File: config.mk
export PLATFORM = sky130hd
export DESIGN_NAME = display_scanner
export DESIGN_NICKNAME = d
export VERILOG_FILES = /design/src/rtl/display_scanner.sv
export SDC_FILE = /design/constraint.sdc
export NUM_CORES = 1
export LEC_CHECK = 0
export CAP_MARGIN = 20
export CORE_ASPECT_RATIO = 1.5
export CORE_MARGIN = 4
export CORE_UTILIZATION = 57
export CTS_CLUSTER_SIZE = 12
export DETAILED_ROUTE_END_ITERATION = 7
export PLACE_DENSITY = 0.79
export SKIP_CTS_REPAIR_TIMING = 1
export SKIP_LAST_GASP = 1
export SLEW_MARGIN = 20
export SYNTH_ARGS = -nofsm -noshare
export SYNTH_HDL_FRONTEND = slang
export SYNTH_SLANG_ARGS = --single-unit
File: constraint.sdc
create_clock -name clk -period 2.7 [get_ports clk]
set_input_delay 0.405 -clock clk [delete_from_list [all_inputs] [get_ports clk]]
set_output_delay 0.405 -clock clk [all_outputs]
set_load 0.05 [all_outputs]
File: src/rtl/display_scanner.sv
// display_scanner
//
// Time-multiplexes one shared 4-bit-to-seven-segment decoder across DIGITS
// common-cathode digits. The host writes digit codes into a shadow copy. A
// commit copies the shadow into the active copy, and the scanner displays the
// active copy. That copy only happens while the scanner is off, or on the edge
// that wraps the digit index back to 0. A multi-digit update therefore never
// shows a mix of old and new codes within one frame.
//
// Each digit period is BLANK all-off cycles followed by DWELL lit cycles.
//
// Ports:
//   clk, rst_n   clock (rising edge), asynchronous active-low reset
//   enable       scanning runs while high; low forces OFF at the next edge
//   wr_en        write wr_data into shadow slot wr_addr (slots >= DIGITS ignored)
//   commit       request a shadow -> active transfer
//   commit_ack   one-cycle pulse on the cycle after the transfer edge
//   code         digit code presented to the decoder
//   seg_en       segment enable (ANDed with the decoder outputs elsewhere)
//   digit_sel    one-hot digit drive, active high
//   frame_start  one-cycle pulse on the first lit cycle of digit 0
//
// All outputs are registered.
module display_scanner #(
    parameter int DIGITS = 4,
    parameter int DWELL  = 1000,
    parameter int BLANK  = 16
) (
    input  logic                      clk,
    input  logic                      rst_n,
    input  logic                      enable,
    input  logic                      wr_en,
    input  logic [$clog2(DIGITS)-1:0] wr_addr,
    input  logic [3:0]                wr_data,
    input  logic                      commit,
    output logic                      commit_ack,
    output logic [3:0]                code,
    output logic                      seg_en,
    output logic [DIGITS-1:0]         digit_sel,
    output logic                      frame_start
);

    localparam int IW   = $clog2(DIGITS);
    localparam int MAXC = (DWELL > BLANK) ? DWELL : BLANK;
    localparam int CW   = $clog2(MAXC + 1);

    typedef enum logic [1:0] {
        S_OFF   = 2'd0,
        S_BLANK = 2'd1,
        S_SHOW  = 2'd2
    } state_t;

    state_t                  state_q;
    logic [IW-1:0]           idx_q;
    logic [CW-1:0]           cnt_q;
    logic                    pending_q;
    logic [DIGITS-1:0][3:0]  shadow_q;
    logic [DIGITS-1:0][3:0]  active_q;
    logic [DIGITS-1:0][3:0]  active_d;
    logic                    commit_ack_q;
    logic [3:0]              code_q;
    logic                    seg_en_q;
    logic [DIGITS-1:0]       digit_sel_q;
    logic                    frame_start_q;

    logic                    wr_ok;
    logic                    dwell_done;
    logic                    blank_done;
    logic                    wrap;
    logic                    xfer;
    logic [IW-1:0]           idx_inc;

    function automatic logic [DIGITS-1:0] onehot(input logic [IW-1:0] i);
        onehot    = '0;
        onehot[i] = 1'b1;
    endfunction

    assign wr_ok      = wr_en && (32'(wr_addr) < DIGITS);
    assign dwell_done = (cnt_q == CW'(DWELL - 1));
    assign blank_done = (cnt_q == CW'(BLANK - 1));
    assign idx_inc    = (idx_q == IW'(DIGITS - 1)) ? '0 : idx_q + 1'b1;

    // Frame boundary: last lit cycle of the last digit, scanning continues.
    // A disable on that same edge goes to OFF instead; OFF then transfers.
    assign wrap = enable && (state_q == S_SHOW) && dwell_done
               && (idx_q == IW'(DIGITS - 1));
    assign xfer = pending_q && ((state_q == S_OFF) || wrap);

    // Active copy as it will be after this edge. Used so that the code loaded
    // on the transfer edge already reflects the new frame's contents.
    assign active_d = xfer ? shadow_q : active_q;

    // Digit storage and commit handshake. On a write/transfer collision the
    // transfer takes the pre-write shadow value. A commit on the transfer
    // edge re-arms pending.
    always_ff @(posedge clk or negedge rst_n) begin
        if (!rst_n) begin
            shadow_q  <= '0;
            active_q  <= '0;
            pending_q <= 1'b0;
        end else begin
            if (wr_ok) shadow_q[wr_addr] <= wr_data;
            if (xfer)  active_q <= shadow_q;
            pending_q <= commit | (pending_q & ~xfer);
        end
    end

    // Scan FSM with registered outputs. code is loaded only when a new digit
    // period starts, so it is stable for the whole blank + lit period.
    always_ff @(posedge clk or negedge rst_n) begin
        if (!rst_n) begin
            state_q       <= S_OFF;
            idx_q         <= '0;
            cnt_q         <= '0;
            commit_ack_q  <= 1'b0;
            code_q        <= 4'd0;
            seg_en_q      <= 1'b0;
            digit_sel_q   <= '0;
            frame_start_q <= 1'b0;
        end else begin
            commit_ack_q  <= xfer;
            frame_start_q <= 1'b0;
            if (!enable) begin
                state_q     <= S_OFF;
                idx_q       <= '0;
                cnt_q       <= '0;
                seg_en_q    <= 1'b0;
                digit_sel_q <= '0;
            end else begin
                case (state_q)
                    S_OFF: begin
                        idx_q  <= '0;
                        cnt_q  <= '0;
                        code_q <= active_d[0];
                        if (BLANK > 0) begin
                            state_q <= S_BLANK;
                        end else begin
                            state_q       <= S_SHOW;
                            seg_en_q      <= 1'b1;
                            digit_sel_q   <= onehot('0);
                            frame_start_q <= 1'b1;
                        end
                    end
                    S_BLANK: begin
                        if (blank_done) begin
                            state_q       <= S_SHOW;
                            cnt_q         <= '0;
                            seg_en_q      <= 1'b1;
                            digit_sel_q   <= onehot(idx_q);
                            frame_start_q <= (idx_q == '0);
                        end else begin
                            cnt_q <= cnt_q + 1'b1;
                        end
                    end
                    S_SHOW: begin
                        if (dwell_done) begin
                            cnt_q  <= '0;
                            idx_q  <= idx_inc;
                            code_q <= active_d[idx_inc];
                            if (BLANK > 0) begin
                                state_q     <= S_BLANK;
                                seg_en_q    <= 1'b0;
                                digit_sel_q <= '0;
                            end else begin
                                state_q       <= S_SHOW;
                                digit_sel_q   <= onehot(idx_inc);
                                frame_start_q <= (idx_inc == '0);
                            end
                        end else begin
                            cnt_q <= cnt_q + 1'b1;
                        end
                    end
                    default: begin
                        state_q     <= S_OFF;
                        seg_en_q    <= 1'b0;
                        digit_sel_q <= '0;
                    end
                endcase
            end
        end
    end

    assign commit_ack  = commit_ack_q;
    assign code        = code_q;
    assign seg_en      = seg_en_q;
    assign digit_sel   = digit_sel_q;
    assign frame_start = frame_start_q;

endmodule

=== Word-level counts from Yosys, hierarchy flattened ===
Cells that the tools add are included.

* Flip-flop bits (word level): 58
* Input port bits: 11
* Output and inout bits: 11
* Logic and storage cells: 85

* Add/subtract/negate cells: 2
* $lt $le $gt $ge: 5
* Equality and inequality tests: 11
* Muxes and demuxes: 33
* Bitwise gates (word level): 3
* Reductions and logical operators: 14

{| class="wikitable"
|+ Operators by type and width
! kind !! number
|-
| $mux W10 || 3
|-
| $pmux W10 S3 || 1
|-
| $mux W4 || 6
|-
| $bwmux W16 || 1
|-
| $mux W16 || 1
|-
| $mux W2 || 6
|-
| $pmux W4 S3 || 1
|-
| $add A10 B1 Y10 const B || 1
|-
| $eq A10 B10 Y1 const B || 1
|-
| $eq A10 B4 Y1 const B || 1
|-
| $lt A2 B3 Y1 const B || 3
|-
| $bmux W4 S2 || 1
|-
| $demux W4 S2 || 1
|-
| $pmux W4 S2 || 1
|-
| $mux W1 || 7
|-
| $logic_and A1 B1 Y1 || 6
|-
| $ne A3 B3 Y1 const B || 2
|-
| $pmux W2 S3 || 1
|-
| $reduce_and A3 Y1 || 2
|-
| $eq A2 B2 Y1 const B || 2
|-
| $ge A2 B1 Y1 const B || 2
|-
| $logic_not A2 Y1 || 2
|-
| $ne A2 B2 Y1 const B || 2
|-
| $ne A4 B1 Y1 const B || 1
|-
| 12 further kinds || 13
|}

=== Longest topological paths before layout ===
Gate-level depths: netlist of the first run.

* Word-level depth: 11
* Depth in mapped cells: 9
* Gate-level depth less buffers: 8

=== Worst setup path before layout of the first run ===
Ideal clock, no wire load.

* Path kind: reg-to-reg
* Start: register state_q[0]
* End: register cnt_q[7]
* Arrival: 2.273 ns
* Path slack: 0.305 ns
* Cell stages (with the launch flop): 10
* Path buffers: 1
* Clock period less this slack: 2.395 ns
* Path through: dfrtp_1 inv_1 ha_1 clkbuf_1 nor4b_1 nor2_1 nand3_1 nor2_1 xnor2_1 nor2_1

* Cells in the longest elaborated chain, start to end: 3

{| class="wikitable"
|+ RTL lines
! item !! RTL line !! source
|-
| start: declaration || 53 || <nowiki>state_t state_q;</nowiki>
|-
| start signal: assignment || 112 || <nowiki>state_q <= S_OFF;</nowiki>
|-
| start signal: assignment || 124 || <nowiki>state_q <= S_OFF;</nowiki>
|-
| start signal: assignment || 136 || <nowiki>state_q <= S_BLANK;</nowiki>
|-
| $eq A2 B2 Y1, or another cell as far along || 130 || <nowiki>case (state_q)</nowiki>
|-
| $pmux W10 S3 || 130 ||
|-
| $mux W10 || 123 || <nowiki>if (!enable) begin</nowiki>
|-
| end signal: assignment || 152 || <nowiki>cnt_q <= cnt_q + 1'b1;</nowiki>
|-
| end signal: assignment || 170 || <nowiki>cnt_q <= cnt_q + 1'b1;</nowiki>
|-
| end: declaration || 55 || <nowiki>logic [CW-1:0] cnt_q;</nowiki>
|}

Several ways; a longest one is shown, not always the timed one.
A chain may end at the register's enable or synchronous reset.

=== Final worst setup path of the first run ===
* Start: register cnt_q[4]
* End: register cnt_q[3]

* Cells in the longest elaborated chain, start to end: 4

{| class="wikitable"
|+ RTL lines
! item !! RTL line
|-
| $eq A10 B10 Y1 / $eq A10 B4 Y1 (equally long branches) || 79, 80
|-
| $mux W10, on equally long branches || 156, 145
|-
| $pmux W10 S3 (*) || 130
|-
| $mux W10 (*) || 123
|}

Mark *: on every way between the ends. The rest lies on a longest branch, timed or not.

==> summary.md, run 1 <==
Run status
• outcome: complete, no violations

Floorplanning
• effective utilization at floorplan: 0.587
• std cell rows: 30
• die boundary height: 91.8 µm
• boundary pin count: 22
• core region area: 4540 µm²
• Die Wd: 63.8 µm
• die area: 5860 µm²

Global route
• wire length of the first global-routing pass: 9380 µm
• vias in the first global route: 1,936
• initial antenna violation count: 0
• largest net degree at the start of global routing: 50
• total gr overflow: 0
• gr usage total: 0.213

Worst setup path
• CP max FO: 8
• worst stage delay on the critical path: 550 ps
• combined buffer and inverter count along the critical path: 0
• Max stage delay cell, worst path: sky130_fd_sc_hd__or4_1
• worst setup path start: cnt_q[4]
• CP delay by family, top: simple AND/OR/NAND/NOR gates
• Worst Path Class, Setup: reg -> reg
• startpoint of the worst-slack reg-to-reg timing path: cnt_q[4]
• minimum setup slack among reg-to-reg paths: 380 ps
• WP data required: 2910 ps
• signal arrival time at the worst endpoint: 2530 ps
• list of cells traversed by the critical path: or4_1 -> or4_4 -> a22o_4 -> and3_4 -> nor2_4 -> nor2_1
• kind of end point of the critical path: flop
• startpoint kind of the worst setup timing path: flop

Power and ir drop
• worst vdd rail ir drop: 0.000671 V
• P_leak: 1.36 nW
• Design Power: 0.00318 W
• total power per unit cell area: 988 nW/µm²

Placed design
• Cells after DPL: 306
• number of input and output port buffers inserted: 21
• detailed-placement wirelength estimate: 3840 µm
• last weighted congestion value of the routability-driven placer: 0.796

STA
• Max Transition Viols Final: 0
• Worst slew margin: 0.594
• final worst-path cycle share: 0.858
• slew at the pin with the worst max-slew slack: 608 ps
• setup repair after global routing missed its margin: false
• total count of hold-check failures in the final report: 0
• worst hold-check slack: 73.2 ps
• final setup violating endpoints: 0
• maximum frequency from static timing analysis: 432 MHz
• final worst clock skew: 6.46 ps
• setup_tns: 0 ps
• Period minus WS final: 2320 ps

Logic synthesis
• Primary FF master, synth: sky130_fd_sc_hd__dfrtp_1
• fraction of the yosys area taken by sequential cells: 0.544
• EDFF count, synth: 0
• synthesis-stage register bit count: 58
• Mean Syn Cell Area: 12.3 µm²
• post-synth net total: 236
• Mapped Cells: 216
• largest area contributor in the synthesized netlist: sky130_fd_sc_hd__dfrtp_1
• synth unique cells: 43
• cell area after synthesis: 2670 µm²
• FFs w/ async S/R, synth: 1.00
• top post-synthesis cells by area: sky130_fd_sc_hd__dfrtp_1 (54%), sky130_fd_sc_hd__mux2_2 (14%), sky130_fd_sc_hd__ha_1 (4.2%)
• area share of the leading cell type in the synthesized netlist: 0.544
• Yosys warning count: 0

Clocking
• total CTS buffers: 9
• CTS clk-pin slew, worst paths: 70 ps
• Clock Tree Buf Depth: 2
• clock sink total: 58
• CTS tree: yes
• source-to-sink clock delay at the later pin of the worst-skew pair: 340 ps
• clk root buf: sky130_fd_sc_hd__clkbuf_8
• level count of the clock H-tree: 3

Detailed routing
• Detail Route Antenna Nets: 0
• number of design-rule violations left by the first detailed-router iteration: 97
• first-pass iteration count of the detailed router: 4
• total via count after detailed routing: 1,764
• number of DRC violations after detailed routing: 0
• total wire length: 5440 µm
• average wire per cell in the routed design: 16.9 µm
• post-detailed-route via-to-cell ratio: 5.48

Job
• count of maximum capacitance violations: 0

Cells and area
• layout cells sized above 1: 0.260
• Antenna Diode Count: 0
• layout-stage area growth over the synthesis result: 20.6%
• commonest cells after routing, fill and taps aside: sky130_fd_sc_hd__dfrtp_1 (58), sky130_fd_sc_hd__mux2_2 (33), sky130_fd_sc_hd__nor2_1 (20), sky130_fd_sc_hd__clkdlybuf4s50_1 (20), sky130_fd_sc_hd__nand3_1 (13)
• nets: 273
• final standard cell count with taps included and fillers excluded: 322
• most common cell after layout, fill and taps aside: sky130_fd_sc_hd__dfrtp_1

Hold path
• class of the tightest hold or removal check: in -> async

## path summary, 6_finish.rpt
kind | cells past startpoint | to
setup / recovery | 6 | cnt_q[3]
hold / removal | 1 | shadow_q[8]
setup reg to reg | 6 | cnt_q[3]
hold reg to reg | 1 | active_q[4]
max in group asynchronous | 2 | cnt_q[3]
min in group clk | 1 | active_q[4]
## power breakdown
group / internal (W) / leakage [nW] / total (W) / switching [W]
registers: 0.00110 / 0.725 / 0.00122 / 0.000113
logic: 0.000485 / 0.530 / 0.00108 / 0.000593
clock network: 0.000542 / 0.109 / 0.000883 / 0.000341
total: 0.00213 / 1.36 / 0.00318 / 0.00105
## through the flow
step           setup slack (ps)   util  area [µm²]
5_1_grt                     200  0.708        3220
3_3_place_gp                389  0.660        3000
3_5_place_dp                312  0.660        3000
6_report                    385  0.708        3220
4_1_cts                     358  0.708        3210
2_1_floorplan               305      -        2670
## state kept, by name (all words and copies together), names as in the netlist
signal / count
active_q: 16
cnt_q: 10
code: 4
commit_ack: 1
digit_sel: 4
frame_start: 1
idx_q: 2
pending_q: 1
seg_en: 1
shadow_q: 16
state_q: 2
## kinds of logic (layout without fill, tap and decap cells)
| kind of cell | after synthesis | after routing | synth area share |
|---|---|---|---|
| and+or+nand+nor | 71 | 71 | 0.146 |
| AOI/OAI and AO/OA | 24 | 24 | 0.0713 |
| DFF | 58 | 58 | 0.544 |
| muxes | 36 | 36 | 0.151 |
| xor gates and xnor gates | 9 | 9 | 0.0296 |
| buffers and inverters | 9 | 51 | 0.0160 |
| adders and majority gates | 9 | 9 | 0.0422 |
## cell usage after synthesis (all sizes together) (3+ instances only)
master  count
nand3      13
o22ai       4
mux2       33
mux2i       3
nor2b       4
nor3        3
xor2        3
nand3b      4
xnor2       6
a21boi      5
o32ai       3
inv         5
nor2       22
ha          9
a22o        4
dfrtp      58
nand2      11
## cell type report
class	count	area [µm²]
well taps	64	80.1
clock buffers	11	141
inverters	5	18.8
multi-input cells	149	1170
flip-flops and latches	58	1450
repair buffers	30	275
clock inverters	5	77.6
fillers	336	1330
## layer usage
metal,GRT usage,routed length (µm),vias to the layer above
met2,0.380,3040,30
li1,-,-,846
met5,0,0,-
met4,0.0865,68,0
met3,0.0551,166,6
met1,0.234,2160,882
## worst register-to-register path, stage by stage (launching register included)
cell and delay, ps:
sky130_fd_sc_hd__dfrtp_1 450, sky130_fd_sc_hd__or4_1 550, sky130_fd_sc_hd__or4_4 450, sky130_fd_sc_hd__a22o_4 270, sky130_fd_sc_hd__and3_4 200, sky130_fd_sc_hd__nor2_4 190
sky130_fd_sc_hd__nor2_1 90
Note: power is estimated with default switching activity, not from simulation.
==> run 2: changes to the inputs <==
--- a/config.mk
+++ b/config.mk
@@ -7,7 +7,7 @@
 export LEC_CHECK = 0
 export CAP_MARGIN = 20
 export CORE_ASPECT_RATIO = 1.5
-export CORE_MARGIN = 4
+export CORE_MARGIN = 5
 export CORE_UTILIZATION = 57
 export CTS_CLUSTER_SIZE = 12
 export DETAILED_ROUTE_END_ITERATION = 7
==> run 2 against run 1 <==
Via count down 1.2%. Combinational power barely moved. Clock power fell by 18%. Critical endpoint is now code[0]. Largest power group unchanged. Highest routed layer unchanged.
==> summary.md, run 2 (synthesis results as in run 1) <==
Run status
• outcome: complete, no violations

Detailed routing
• total via count after detailed routing: 1,743
• number of DRC violations after detailed routing: 0
• Detail Route Antenna Nets: 0
• total wire length: 5110 µm
• number of design-rule violations left by the first detailed-router iteration: 85
• average wire per cell in the routed design: 16.0 µm
• post-detailed-route via-to-cell ratio: 5.46
• first-pass iteration count of the detailed router: 4

Clocking
• clock sink total: 58
• total CTS buffers: 9
• source-to-sink clock delay at the later pin of the worst-skew pair: 340 ps
• Clock Tree Buf Depth: 2
• level count of the clock H-tree: 3
• CTS tree: yes
• CTS clk-pin slew, worst paths: 60 ps
• clk root buf: sky130_fd_sc_hd__clkbuf_8

STA
• setup_tns: 0 ps
• setup repair after global routing missed its margin: false
• Max Transition Viols Final: 0
• total count of hold-check failures in the final report: 0
• final worst-path cycle share: 0.838
• final worst clock skew: 3.86 ps
• final setup violating endpoints: 0
• maximum frequency from static timing analysis: 442 MHz
• slew at the pin with the worst max-slew slack: 713 ps
• Worst slew margin: 0.525
• Period minus WS final: 2260 ps

Cells and area
• commonest cells after routing, fill and taps aside: sky130_fd_sc_hd__dfrtp_1 (58), sky130_fd_sc_hd__mux2_2 (33), sky130_fd_sc_hd__nor2_1 (20), sky130_fd_sc_hd__clkdlybuf4s50_1 (20), sky130_fd_sc_hd__nand3_1 (13)
• leading registers by flop count: active_q (16), shadow_q (16), cnt_q (10)
• final standard cell count with taps included and fillers excluded: 319
• most common cell after layout, fill and taps aside: sky130_fd_sc_hd__dfrtp_1
• Antenna Diode Count: 0
• nets: 270
• layout cells sized above 1: 0.247
• number of inserted filler cells in the final layout: 340
• layout-stage area growth over the synthesis result: 18.3%

Power and ir drop
• sequential power share: 0.405
• internal power summed over all cells: 0.00199 W
• total power per unit cell area: 951 nW/µm²
• P_leak: 1.34 nW
• Design Power: 0.00300 W
• share of power burned in the clock network: 0.242
• combinational group share of total power: 0.353
• switching power as a share of total power: 0.338
• Psw: 0.00102 W
• worst vdd rail ir drop: 0.000618 V

Placed design
• detailed-placement wirelength estimate: 3670 µm
• number of input and output port buffers inserted: 21
• Cells after DPL: 303
• last weighted congestion value of the routability-driven placer: 0.773

Floorplanning
• std cell rows: 30
• effective utilization at floorplan: 0.587
• die boundary height: 93.8 µm
• core region area: 4540 µm²
• Die Wd: 65.8 µm
• die area: 6170 µm²
• boundary pin count: 22

Worst setup path
• startpoint kind of the worst setup timing path: flop
• WP data required: 2920 ps
• worst stage delay on the critical path: 440 ps
• signal arrival time at the worst endpoint: 2480 ps
• CP delay by family, top: simple AND/OR/NAND/NOR gates
• number of cells on the worst reg-to-reg path: 7
• Worst Path Class, Setup: reg -> reg
• combined buffer and inverter count along the critical path: 1
• list of cells traversed by the critical path: and4bb_2 -> nand4_2 -> o21ai_2 -> buf_4 -> mux2_2 -> o32ai_1 -> nor3_1
• depth of the critical timing path with buffers and inverters included: 7
• kind of end point of the critical path: flop
• CP max FO: 17
• Max stage delay cell, worst path: sky130_fd_sc_hd__dfrtp_1

Global route
• vias in the first global route: 1,792
• initial antenna violation count: 0
• largest net degree at the start of global routing: 59
• total gr overflow: 0
• gr usage total: 0.192
• wire length of the first global-routing pass: 8620 µm

Job
• count of maximum capacitance violations: 0

Hold path
• class of the tightest hold or removal check: in -> async

[run 2: cell count changes in the layout (fill, tap and decap cells not counted)]
| cell | delta |
|---|---|
| sky130_fd_sc_hd__clkbuf_8 | +2 |
| sky130_fd_sc_hd__clkinvlp_4 | -1 |
| sky130_fd_sc_hd__buf_4 | -4 |
| sky130_fd_sc_hd__buf_2 | +1 |
| sky130_fd_sc_hd__clkbuf_1 | +1 |
| sky130_fd_sc_hd__bufinv_16 | -2 |
[run 2: layout make-up]
cell class | instances | area (µm²) | share of cell area
clock buffers | 14 | 173 | 0.0547
repair buffers | 27 | 250 | 0.0793
clock inverters | 2 | 10.0 | 0.00317
multi-input cells | 149 | 1170 | 0.372
flip-flops and latches | 58 | 1450 | 0.460
well taps | 64 | 80.1 | 0.0254
inverters | 5 | 18.8 | 0.00595
[run 2: per-layer routing]
| metal | global-route usage | routed length [µm] | up-vias |
|---|---|---|---|
| met2 | 0.322 | 2740 | 31 |
| met5 | 0 | 0 | - |
| li1 | - | - | 834 |
| met4 | 0.0882 | 39 | 0 |
| met3 | 0.0743 | 227 | 4 |
| met1 | 0.210 | 2100 | 874 |
[run 2: power groups by stage]
stage,sequential [W],combinational (W),clock [W]
finish,0.00122,0.00106,0.000726
global route,0.00124,0.00114,0.000798
CTS,0.00122,0.00107,0.000746
detailed placement,0.00123,0.00106,0
global placement,0.00123,0.00104,0
floorplan,0.00135,0.000641,0
[run 2: worst paths after layout]
path | startpoint | endpoint | slack, ps
max in group asynchronous | rst_n | pending_q | 2020
min reg2reg | active_q[11] | active_q[11] | 500
min in group clk | active_q[11] | active_q[11] | 500
max | cnt_q[4] | code[0] | 440
min | rst_n | shadow_q[10] | 200
max reg2reg | cnt_q[4] | code[0] | 440
[run 2: metrics by stage]
step	instance area (µm²)	hold WS [ps]	worst slack, ps	util
2_1_floorplan	2670	109	305	-
3_3_place_gp	2970	476	461	0.655
3_5_place_dp	2970	486	432	0.655
4_1_cts	3160	216	419	0.695
5_1_grt	3160	261	271	0.695
6_report	3160	201	438	0.695
==> run 3: changes to the inputs <==
==> constraint.sdc (replaced) <==
create_clock -name clk -period 2.33 [get_ports clk]
set_input_delay 0.3495 -clock clk [delete_from_list [all_inputs] [get_ports clk]]
set_output_delay 0.3495 -clock clk [all_outputs]
set_load 0.05 [all_outputs]
==> run 3 against run 2 <==
Clock power up 40%. Hold slack worse by 150 ps. Combinational power up 24%. Clock skew up 4.5 ps. Design area up 4.2%. Sequential cell count unchanged. Global-route usage up 0.62 points. Final cell count up 3.1%. Clock-buffer cell count down 3. Non-clock buffer count up 10. Critical path type unchanged.
==> summary.md, run 3 (synthesis results as in run 1) <==
Detailed routing
• total wire length: 5340 µm
• first-pass iteration count of the detailed router: 4
• post-detailed-route via-to-cell ratio: 5.51
• average wire per cell in the routed design: 16.2 µm
• Detail Route Antenna Nets: 0
• total via count after detailed routing: 1,813
• number of DRC violations after detailed routing: 0
• number of design-rule violations left by the first detailed-router iteration: 64

Placed design
• last weighted congestion value of the routability-driven placer: 0.810
• Cells after DPL: 309
• detailed-placement wirelength estimate: 3940 µm
• number of input and output port buffers inserted: 21
• post-placement setup slack: 70.8 ps

STA
• Worst slew margin: 0.561
• final worst-path cycle share: 0.971
• setup repair after global routing missed its margin: true
• maximum frequency from static timing analysis: 442 MHz
• total count of hold-check failures in the final report: 0
• final setup violating endpoints: 0
• slew at the pin with the worst max-slew slack: 658 ps
• worst hold-check slack: 47.8 ps
• setup_tns: 0 ps
• final worst clock skew: 8.40 ps
• Period minus WS final: 2260 ps
• worst setup slack after layout: 67.5 ps
• Max Transition Viols Final: 0

Worst setup path
• startpoint kind of the worst setup timing path: flop
• kind of end point of the critical path: flop
• signal arrival time at the worst endpoint: 2470 ps
• Worst Path Class, Setup: reg -> reg
• CP max FO: 8
• WP data required: 2540 ps

Clocking
• clk root buf: sky130_fd_sc_hd__clkbuf_8
• CTS tree: yes
• source-to-sink clock delay at the later pin of the worst-skew pair: 330 ps
• clock sink total: 58
• level count of the clock H-tree: 3
• Clock Tree Buf Depth: 2
• CTS clk-pin slew, worst paths: 70 ps
• total CTS buffers: 9

Global route
• wire length of the first global-routing pass: 9180 µm
• total gr overflow: 0
• largest net degree at the start of global routing: 32
• gr usage total: 0.198
• initial antenna violation count: 0
• vias in the first global route: 1,875

Run status
• outcome: complete, no violations

Power and ir drop
• combinational group share of total power: 0.352
• share of power burned in the clock network: 0.273
• P_leak: 1.41 nW
• internal power summed over all cells: 0.00251 W
• Psw: 0.00122 W
• switching power as a share of total power: 0.327
• Design Power: 0.00373 W
• total power per unit cell area: 1130 nW/µm²
• worst vdd rail ir drop: 0.000563 V
• sequential power share: 0.375

Cells and area
• layout cells sized above 1: 0.287
• number of inserted filler cells in the final layout: 325
• Antenna Diode Count: 0
• most common cell after layout, fill and taps aside: sky130_fd_sc_hd__dfrtp_1
• leading registers by flop count: active_q (16), shadow_q (16), cnt_q (10)
• register cell area after layout: 1450 µm²
• layout-stage area growth over the synthesis result: 23.3%
• final standard cell count with taps included and fillers excluded: 329
• commonest cells after routing, fill and taps aside: sky130_fd_sc_hd__dfrtp_1 (57), sky130_fd_sc_hd__mux2_2 (33), sky130_fd_sc_hd__nor2_1 (20), sky130_fd_sc_hd__clkdlybuf4s50_1 (20), sky130_fd_sc_hd__buf_4 (15)
• Multi-input gate area: 1180 µm²
• nets: 280

Floorplanning
• die area: 6170 µm²
• boundary pin count: 22
• core region area: 4540 µm²
• die boundary height: 93.8 µm
• Die Wd: 65.8 µm
• effective utilization at floorplan: 0.587
• std cell rows: 30

Job
• count of maximum capacitance violations: 0

Hold path
• class of the tightest hold or removal check: in -> async

## run 3: critical path: stages, from the launching register on
cell and delay, ps:
sky130_fd_sc_hd__dfrtp_2 440, sky130_fd_sc_hd__or4_1 490, sky130_fd_sc_hd__or4_4 450, sky130_fd_sc_hd__a22o_4 270, sky130_fd_sc_hd__and3_4 210, sky130_fd_sc_hd__nor2_4 210, sky130_fd_sc_hd__nor2_1 80
## run 3: power by group through the flow
stage | Combinational (W) | Sequential (W) | Clock [W]
6_report | 0.00131 | 0.00140 | 0.00102
5_1_grt | 0.00143 | 0.00143 | 0.00109
4_1_cts | 0.00129 | 0.00140 | 0.00104
3_5_place_dp | 0.00129 | 0.00142 | 0
3_3_place_gp | 0.00125 | 0.00141 | 0
2_1_floorplan | 0.000750 | 0.00157 | 0
## run 3: worst paths after layout
check | startpoint | endpoint | slack, ps | cells after the start
setup reg to reg | cnt_q[4] | cnt_q[7] | 70 | 6
max in group asynchronous | rst_n | cnt_q[1] | 1690 | 2
setup / recovery | cnt_q[4] | cnt_q[7] | 70 | 6
hold reg to reg | active_q[3] | active_q[3] | 500 | 1
min in group clk | active_q[3] | active_q[3] | 500 | 1
hold / removal | rst_n | shadow_q[10] | 50 | 1
## run 3: final cells by class
type	instances	share of cell area
timing repair buffer	37	0.103
tap	64	0.0244
clock buffer	11	0.0430
multi-input combinational	149	0.359
inverter	5	0.00571
sequential	58	0.442
clock inverter	5	0.0236
## run 3: metrics by stage
step                      area (µm²)  utilization
after floorplan                 2670            -
after global placement          3040        0.669
after detailed placement        3040        0.669
after CTS                       3260        0.717
after global routing            3290        0.724
final                           3290        0.724
## run 3: per-layer routing
layer,track usage,vias up,routed length (µm)
li1,-,861,-
met1,0.234,905,2210
met2,0.337,33,2820
met3,0.0503,14,187
met4,0.0813,0,131
met5,0,-,0
